`src/rtl/axis_sched_pkg.sv`:
```
// rtl/axis_sched_pkg.sv - shared state encoding and round-robin pick helper for stream schedulers
package axis_sched_pkg;

    // The helper works on a fixed-width request vector; callers zero-extend.
    localparam int RR_MAX_REQ = 16;
    localparam int RR_IDX_W   = 4;

    typedef enum logic {
        ST_IDLE = 1'b0,
        ST_XFER = 1'b1
    } sched_state_t;

    typedef struct packed {
        logic                found;
        logic [RR_IDX_W-1:0] idx;
    } rr_pick_t;

    // First set bit of valid_vec searching from last_grant+1 upward, wrapping at num_req.
    function automatic rr_pick_t rr_pick(
        input logic [RR_MAX_REQ-1:0] valid_vec,
        input logic [RR_IDX_W-1:0]   last_grant,
        input int                    num_req
    );
        rr_pick_t res;
        int       cand;
        res.found = 1'b0;
        res.idx   = '0;
        for (int k = 1; k <= RR_MAX_REQ; k++) begin
            cand = int'(last_grant) + k;
            if (cand >= num_req) begin
                cand = cand - num_req;
            end
            if ((k <= num_req) && !res.found && (cand < RR_MAX_REQ)) begin
                if (valid_vec[cand[RR_IDX_W-1:0]]) begin
                    res.found = 1'b1;
                    res.idx   = cand[RR_IDX_W-1:0];
                end
            end
        end
        return res;
    endfunction

endpackage

```
`src/rtl/rr_priority_picker.sv`:
```
// rtl/rr_priority_picker.sv - combinational round-robin rotate and priority encode
module rr_priority_picker
    import axis_sched_pkg::*;
#(
    parameter int NUM_REQ  = 4,
    parameter int ID_WIDTH = 2
) (
    input  logic [NUM_REQ-1:0]  valid,
    input  logic [ID_WIDTH-1:0] last_grant,
    output logic [ID_WIDTH-1:0] pick,
    output logic                found
);

    logic [RR_MAX_REQ-1:0] valid_ext;
    logic [RR_IDX_W-1:0]   last_ext;
    rr_pick_t              res;
    logic                  unused_idx;

    // Widen the inputs to the helper's fixed width and run the search.
    always_comb begin
        valid_ext                = '0;
        valid_ext[NUM_REQ-1:0]   = valid;
        last_ext                 = '0;
        last_ext[ID_WIDTH-1:0]   = last_grant;
        res                      = rr_pick(valid_ext, last_ext, NUM_REQ);
    end

    assign pick       = res.idx[ID_WIDTH-1:0];
    assign found      = res.found;
    assign unused_idx = ^res.idx;

endmodule

```
`src/rtl/axis_fifo_rr_scheduler.sv`:
```
// rtl/axis_fifo_rr_scheduler.sv - packet-atomic round-robin arbiter feeding one stream FIFO
module axis_fifo_rr_scheduler
    import axis_sched_pkg::*;
#(
    parameter int NUM_REQ       = 4,
    parameter int TDATA_WIDTH   = 128,
    parameter int FIFO_DEPTH    = 256,
    parameter int MAX_PKT_BEATS = 16,
    parameter int ID_WIDTH      = (NUM_REQ > 1) ? $clog2(NUM_REQ) : 1
) (
    input  logic                             aclk,
    input  logic                             aresetn,
    input  logic [NUM_REQ*TDATA_WIDTH-1:0]   S_AXIS_TDATA,
    input  logic [NUM_REQ*TDATA_WIDTH/8-1:0] S_AXIS_TKEEP,
    input  logic [NUM_REQ-1:0]               S_AXIS_TLAST,
    input  logic [NUM_REQ-1:0]               S_AXIS_TVALID,
    output logic [NUM_REQ-1:0]               S_AXIS_TREADY,
    output logic [TDATA_WIDTH-1:0]           M_AXIS_TDATA,
    output logic [TDATA_WIDTH/8-1:0]         M_AXIS_TKEEP,
    output logic                             M_AXIS_TLAST,
    output logic                             M_AXIS_TVALID,
    input  logic                             M_AXIS_TREADY,
    input  logic [31:0]                      fifo_data_count,
    input  logic                             arb_enable,
    output logic [ID_WIDTH-1:0]              grant_id,
    output logic                             busy,
    output logic [31:0]                      pkt_count,
    output logic                             overrun
);

    localparam int KEEP_W = TDATA_WIDTH / 8;
    localparam int BEAT_W = $clog2(MAX_PKT_BEATS + 1);

    sched_state_t        state_q, state_d;
    logic [ID_WIDTH-1:0] last_grant;
    logic [BEAT_W-1:0]   beat_cnt;
    logic [ID_WIDTH-1:0] pick_id;
    logic                pick_found;
    logic [31:0]         free_words;
    logic                space_ok;
    logic                beat_at_max;
    logic                grant_load;
    logic                beat_accept;
    logic                pkt_done;
    logic                force_last;

    logic [TDATA_WIDTH-1:0] sel_tdata;
    logic [KEEP_W-1:0]      sel_tkeep;
    logic                   sel_tlast;
    logic                   sel_tvalid;

    rr_priority_picker #(
        .NUM_REQ  (NUM_REQ),
        .ID_WIDTH (ID_WIDTH)
    ) u_picker (
        .valid      (S_AXIS_TVALID),
        .last_grant (last_grant),
        .pick       (pick_id),
        .found      (pick_found)
    );

    // Free FIFO space saturates at zero so a bogus count never wraps into a huge value.
    always_comb begin
        free_words = '0;
        if (fifo_data_count <= 32'(FIFO_DEPTH)) begin
            free_words = 32'(FIFO_DEPTH) - fifo_data_count;
        end
    end

    assign space_ok    = (free_words >= 32'(MAX_PKT_BEATS));
    assign beat_at_max = (beat_cnt == BEAT_W'(MAX_PKT_BEATS - 1));

    assign sel_tdata  = S_AXIS_TDATA[int'(grant_id)*TDATA_WIDTH +: TDATA_WIDTH];
    assign sel_tkeep  = S_AXIS_TKEEP[int'(grant_id)*KEEP_W +: KEEP_W];
    assign sel_tlast  = S_AXIS_TLAST[grant_id];
    assign sel_tvalid = S_AXIS_TVALID[grant_id];

    // State register; reset drops every handshake output in the same cycle.
    always_ff @(posedge aclk or negedge aresetn) begin
        if (!aresetn) begin
            state_q <= ST_IDLE;
        end else begin
            state_q <= state_d;
        end
    end

    // Next state plus the output mux; TVALID depends only on state and the source, never on TREADY.
    always_comb begin
        state_d       = state_q;
        M_AXIS_TDATA  = '0;
        M_AXIS_TKEEP  = '0;
        M_AXIS_TLAST  = 1'b0;
        M_AXIS_TVALID = 1'b0;
        S_AXIS_TREADY = '0;
        busy          = 1'b0;
        grant_load    = 1'b0;
        beat_accept   = 1'b0;
        pkt_done      = 1'b0;
        force_last    = 1'b0;
        case (state_q)
            ST_IDLE: begin
                if (arb_enable && space_ok && pick_found) begin
                    grant_load = 1'b1;
                    state_d    = ST_XFER;
                end
            end
            ST_XFER: begin
                busy                    = 1'b1;
                M_AXIS_TDATA            = sel_tdata;
                M_AXIS_TKEEP            = sel_tkeep;
                M_AXIS_TVALID           = sel_tvalid;
                M_AXIS_TLAST            = sel_tlast | beat_at_max;
                S_AXIS_TREADY[grant_id] = M_AXIS_TREADY;
                beat_accept             = sel_tvalid & M_AXIS_TREADY;
                if (beat_accept && (sel_tlast || beat_at_max)) begin
                    pkt_done = 1'b1;
                    state_d  = ST_IDLE;
                end
                force_last = beat_accept & beat_at_max & ~sel_tlast;
            end
            default: begin
                state_d = ST_IDLE;
            end
        endcase
    end

    // Grant, beat and packet bookkeeping; an oversize packet is cut and flagged stickily.
    always_ff @(posedge aclk or negedge aresetn) begin
        if (!aresetn) begin
            grant_id   <= '0;
            last_grant <= ID_WIDTH'(NUM_REQ - 1);
            beat_cnt   <= '0;
            pkt_count  <= '0;
            overrun    <= 1'b0;
        end else begin
            if (grant_load) begin
                grant_id <= pick_id;
                beat_cnt <= '0;
            end else if (beat_accept) begin
                beat_cnt <= beat_cnt + BEAT_W'(1);
            end
            if (pkt_done) begin
                last_grant <= grant_id;
                pkt_count  <= pkt_count + 32'd1;
            end
            if (force_last) begin
                overrun <= 1'b1;
            end
        end
    end

endmodule

```
`config.mk`:
```
export PLATFORM = sky130hd
export DESIGN_NAME = axis_fifo_rr_scheduler
export DESIGN_NICKNAME = d
export VERILOG_FILES = /design/src/rtl/axis_sched_pkg.sv /design/src/rtl/rr_priority_picker.sv /design/src/rtl/axis_fifo_rr_scheduler.sv
export SDC_FILE = /design/constraint.sdc
export NUM_CORES = 1
export LEC_CHECK = 0
export ABC_AREA = 1
export CAP_MARGIN = 0
export CORE_AREA = 5 5 311 313
export CTS_BUF_LIST = sky130_fd_sc_hd__clkbuf_16
export CTS_CLUSTER_SIZE = 12
export DETAILED_ROUTE_END_ITERATION = 6
export DIE_AREA = 0 0 316 318
export GPL_ROUTABILITY_DRIVEN = 0
export PLACE_DENSITY_LB_ADDON = 0.12
export SLEW_MARGIN = 25
export SYNTH_ARGS = -nofsm -noshare
export SYNTH_HDL_FRONTEND = slang
export SYNTH_SLANG_ARGS = --single-unit
```
`constraint.sdc`:
```
create_clock -name aclk -period 2 [get_ports aclk]
set_input_delay 0.2 -clock aclk [delete_from_list [all_inputs] [get_ports aclk]]
set_output_delay 0.2 -clock aclk [all_outputs]
set_load 0.02 [all_outputs]
```
# After elaboration in Yosys (flattened, before gate mapping)
# Index checks and enable logic that the tools add are counted.
[totals] reg_bits=43 latch_bits=0 ramBits=0 rom_bits=0 out_inout_bits=186 elab_cells=98 n_memories=0
[op_classes] addsub=11 n_mul=0 n_div=0 magnitude_cmp=16 n_eq_ne=1 shift=2 n_mux=43 bitwise_logic=7 reduce_logical=12
[ops] cell="$shiftx A512 B10 Y128" count=1
[ops] cell="$mux W32" count=5
[ops] cell="$ge A32 B4 Y1 const B" count=4
[ops] cell="$lt A32 B6 Y1 const B" count=4
[ops] cell="$mux W128" count=1
[ops] cell="$sub A32 B4 Y32 const B" count=4
[ops] cell="$shiftx A64 B7 Y16" count=1
[ops] cell="$mux W5" count=10
[ops] cell="$add A32 B1 Y32 const B" count=1
[ops] cell="$ge A32 B5 Y1 const B" count=1
[ops] cell="$le A32 B9 Y1 const B" count=1
[ops] cell="$sub A9 B32 Y32 const A" count=1
[ops] cell="$lt A4 B5 Y1 const B" count=4
[ops] cell="$mux W1" count=17
[ops] cell="$bmux W1 S4" count=4
[ops] cell="$mux W16" count=1
[ops] cell="$logic_and A1 B1 Y1" count=7
[ops] cell="$add A2 B2 Y3 const B" count=2
[ops] cell="$add A5 B1 Y5 const B" count=1
[ops] cell="$eq A5 B4 Y1 const B" count=1
[ops] cell="$add A2 B3 Y4 const B" count=1
[ops] cell="$and A4 B4 Y4" count=1
[ops] cell="$bmux W1 S2" count=2
[ops] cell="$mux W4" count=1
[ops] cell="11 further kinds" count=16

# Longest topological paths before layout
[depth] word_depth=20 mapped_depth=14 depth_no_buf=13

# Cells and area by module
# A second synthesis with hierarchy kept.
[unflattened] cells_unflattened=999 hier_area_um2=6454.9
[by_module_without_submodules] module="axis_fifo_rr_scheduler" n_inst=1 cells_per_inst=942 area_each_um2=6159.7
[by_module_without_submodules] module="rr_priority_picker" n_inst=1 cells_per_inst=57 area_each_um2=295.3

# Least setup slack after synthesis
# No wires, ideal clock.
[synth_timing] kind="register to output" from="register grant_id[1]" to="output M_AXIS_TDATA[87]" arrival_ns=1.852 required_time_ns=1.800 setup_slack_ns=-0.052 stages_incl_launch_ff=9 n_path_buf=3 path_cell_list="dfrtp_1 -> inv_2 -> nand2_1 -> inv_2 -> buf_6 -> clkbuf_1 -> clkbuf_1 -> a22oi_1 -> a21oi_1"
[synth_between] elab_chain_cells=2
[synth_rtl] item="start, declared" line="axis_fifo_rr_scheduler.sv:25" rtl="output logic [ID_WIDTH-1:0] grant_id,"
[synth_rtl] item="start signal, assigned" line="axis_fifo_rr_scheduler.sv:137" rtl="grant_id <= pick_id;"
[synth_rtl] item="$shiftx A512 B10 Y128" line="axis_fifo_rr_scheduler.sv:73" rtl="assign sel_tdata = S_AXIS_TDATA[int'(grant_id)*TDATA_WIDTH +: TDATA_WIDTH];"
[synth_rtl] item="$mux W128" line="axis_fifo_rr_scheduler.sv:100" rtl="case (state_q)"
[synth_rtl] item="end, declared" line="axis_fifo_rr_scheduler.sv:18" rtl="output logic [TDATA_WIDTH-1:0] M_AXIS_TDATA,"
# No other way between the ends.

# Worst setup path after layout
[layout_timing] from="register grant_id[1]" to="output M_AXIS_TVALID"
[layout_between] elab_chain_cells=3
[layout_rtl] item="$bmux W1 S2" line="axis_fifo_rr_scheduler.sv:76" rtl="assign sel_tvalid = S_AXIS_TVALID[grant_id];"
[layout_rtl] item="$mux W1 (implied by the code)" line="axis_fifo_rr_scheduler.sv:76"
[layout_rtl] item="$mux W1" line="axis_fifo_rr_scheduler.sv:100"
[layout_rtl] item="end, declared" line="axis_fifo_rr_scheduler.sv:21" rtl="output logic M_AXIS_TVALID,"
# No other way between the ends. The select of a mux whose other input is x is not followed.

==> qor.csv <==
metric,value,unit
io_pins,806,
internal_power,2.817,mW
seq_power_share,26.2,%
final_common_cell,clkdlybuf4s50_1,
cp.required,1.80,ns
power.leakage,7.707,nW
cts_root_buffer,clkbuf_16,
reg2reg_setup_slack,-0.20,ns
max_freq,0.4452,GHz
synthCells,987,
rr_endpoint,pkt_count[28],
cpMaxStageDelayCell,dfrtp_2,
yosys_register_bits,43,
reg2regPathDepth,15,
p_sw,1.213,mW
cp-end-kind,primary output,
nNetsFinal,2580,
num_rows,113,
yosysWarningCount,0,
worstPathCellList,"clkinv_4, nor2_4, buf_12, buf_16, buf_8, a221oi_4, buf_6, nor2_4, buf_12",
start_kind,flop,
clock_skew,0.007874,ns
die_w,316,um
hpwl,67230,um
reg2reg_from,grant_id[0],
syn-num-nets,1616,
drive_gt1_share,34.07,%
critPathMaxFanout,5,
violations,negative setup slack,
dieHeight,318,um
crit_buf_inv,6,
die_area,100500,sq um
critPathArrivalTime,2.05,ns
utilization,21.30,%
grt_overflow_total,0,
setup_viol,183,
pwr-share-clk,20.4,%
nFillCells,10480,
synth_edf_count,0,
drtIter0Drc,549,
via_per_inst,3.723,
vdd_drop_max,0.2898,mV
coreArea,94020,sq um
pwr-share-comb,53.4,%
clk_pin_slew,0.07,ns
antenna_left,0,
placedCellCount,3136,
cap_violations,0,
grtUsageTotal,14.50,%
setup_ws,-0.2460,ns
multi_input_area,5921,sq um
io_buffers,805,
powerDensity,201.2,nW/um^2
final_max_slew_viol_count,0,
hold_path_class,in -> async,
drc,0,
clock_sinks,43,
timing_worst_setup_path_type,reg -> out,
max_slew_margin,65.59,%
syn_area,6412,sq um
area_growth,212.3,%
critPathTopFamily,buffers and inverters,
grt_pass1_wl,104300,um
antenna_found_initial,22,
dr_total_vias,12010,
cts_tree,done,
synthArstFlopShare,100.0,%
regArea,1081,sq um
start_util,6.820,%
h-tree-depth,2,
synth-main-ff-cell,dfrtp_1,
stdcell_count,3225,
clock_path_buffers,2,
tightest_slew,0.5161,ns
wl_per_cell,24.66,um
power,4.030,mW
routed_wirelength,79520,um
layout_common_cells,"clkdlybuf4s50_1, buf_4, a22oi_1",
grt_pass1_vias,12710,
switching_share,30.10,%
cts_made_buffers,5,
rsz0062_at_grt,yes,
drt-pass1-iter-count,5,
fin_crit_sh,112.3,%
finalHoldViolCount,0,
grt_max_degree,49,
status,"finished, violations left",
worst_skew_pair.late_latency,0.29,ns
yosysSeqAreaShare,16.82,%
cp_slowest_stage_delay,0.45,ns
yosys.cell_types.count,37,
fin_crit,2.246,ns
syn_avg_cell_area,6.497,sq um
[per-layer routing]
layer,share of wire [%],global-route usage [%],wire length (um)
met2,51,26.54,40230
met3,8.5,4.220,6785
met5,0.026,0,21
met1,40,17.22,31650
met4,1.1,1.611,837
[logic make-up (layout without fill, tap and decap cells)]
family          after synthesis  count (layout)  synth area share, %
compound gates              462             462                47.92
simple gates                303             303                20.20
buf+inv                     140            1105                9.093
other cells                   0               8                    0
flops                        43              43                16.82
xor+xnor                     30              30                4.215
fa+ha+maj                     9               9                1.756
[flip-flops by register name, indices dropped and copies added, names as in the netlist]
register / count
pkt_count: 32
beat_cnt: 5
grant_id: 2
last_grant: 2
overrun: 1
state_q: 1
[synth_stat cells, types with 5 or more instances]
| cell type | instances | area (sq um) |
|---|---|---|
| nor3_1 | 20 | 100.1 |
| inv_2 | 5 | 18.77 |
| inv_1 | 49 | 183.9 |
| buf_1 | 33 | 123.9 |
| xor2_1 | 19 | 166.4 |
| a21oi_1 | 147 | 735.7 |
| nand2_1 | 166 | 623.1 |
| o21ai_1 | 11 | 55.05 |
| o21ai_0 | 11 | 55.05 |
| buf_2 | 16 | 80.08 |
| a22oi_1 | 288 | 2162 |
| dfrtp_1 | 41 | 1026 |
| xnor2_1 | 10 | 87.58 |
| nand4_1 | 10 | 62.56 |
| nor4_1 | 6 | 37.54 |
| nand3_1 | 29 | 145.1 |
| nor2_1 | 57 | 214.0 |
| ha_1 | 9 | 112.6 |
| clkbuf_1 | 31 | 116.4 |
[timing repair]
action | in CTS | in global routing
endpoints found under the hold margin | 17 | 0
hold buffers | 1 | 0
resized for setup | 583 | 337
gates cloned | 6 | 5
pin swaps | 29 | 172
setup buffers | 32 | 35
endpoints found under the setup margin | 189 | 189
[power groups by stage]
stage / combinational [mW] / sequential, mW / clock [mW]
final: 2.15 / 1.06 / 0.823
after global routing: 2.28 / 1.07 / 0.909
after CTS: 2.10 / 1.06 / 0.875
after detailed placement: 2.07 / 1.07 / 0
after global placement: 2.06 / 1.07 / 0
after floorplan: 0.333 / 1.13 / 0
[worst max path at each step]
stage                           start                to  slack, ns  depth (start not counted)
final                     grant_id[1]     M_AXIS_TVALID      -0.25                          9
after detailed placement  grant_id[0]  M_AXIS_TKEEP[15]      -0.36                          7
after global routing      grant_id[0]     pkt_count[26]      -0.35                         15
after floorplan           grant_id[1]  M_AXIS_TDATA[87]       0.03                          8
after CTS                 grant_id[1]   M_AXIS_TKEEP[3]      -0.29                          9
after global placement    grant_id[1]  M_AXIS_TDATA[65]      -0.33                          7
[stage by stage]
stage | worst slack, ns | instance area (sq um) | setup TNS [ns] | hold slack, ns
after floorplan | 0.03404 | 6638 | 0 | -0.09559
after global placement | -0.3327 | 17750 | -33.73 | 0.2077
after detailed placement | -0.3566 | 17750 | -34.93 | 0.2060
after CTS | -0.2938 | 18500 | -30.48 | 0.4315
after global routing | -0.3451 | 20030 | -41.81 | 0.4599
final | -0.2460 | 20030 | -23.10 | 0.4175
[worst reg2reg max path: stages (launching register included)]
cell and delay [ns]:
dfrtp_2 0.46, buf_6 0.14, nor2_4 0.16, buf_12 0.18, buf_8 0.15, nand2_4 0.05, nand2_4 0.09, a221oi_4 0.05
nand2_2 0.09, nand2_4 0.06, buf_6 0.11, nor2_4 0.17, buf_6 0.16, clkbuf_16 0.16, nand2_2 0.04, nand2_1 0.06
[layout make-up]
class | count | area share, %
Clock buffer | 5 | 0.6247
Timing Repair Buffer | 1043 | 55.06
Antenna cell | 8 | 0.09996
Tap cell | 1265 | 7.903
Inverter | 54 | 1.268
Sequential cell | 43 | 5.398
Clock inverter | 3 | 0.08121
Multi-Input combinational cell | 804 | 29.56
Power figures use the tool's default switching activity.
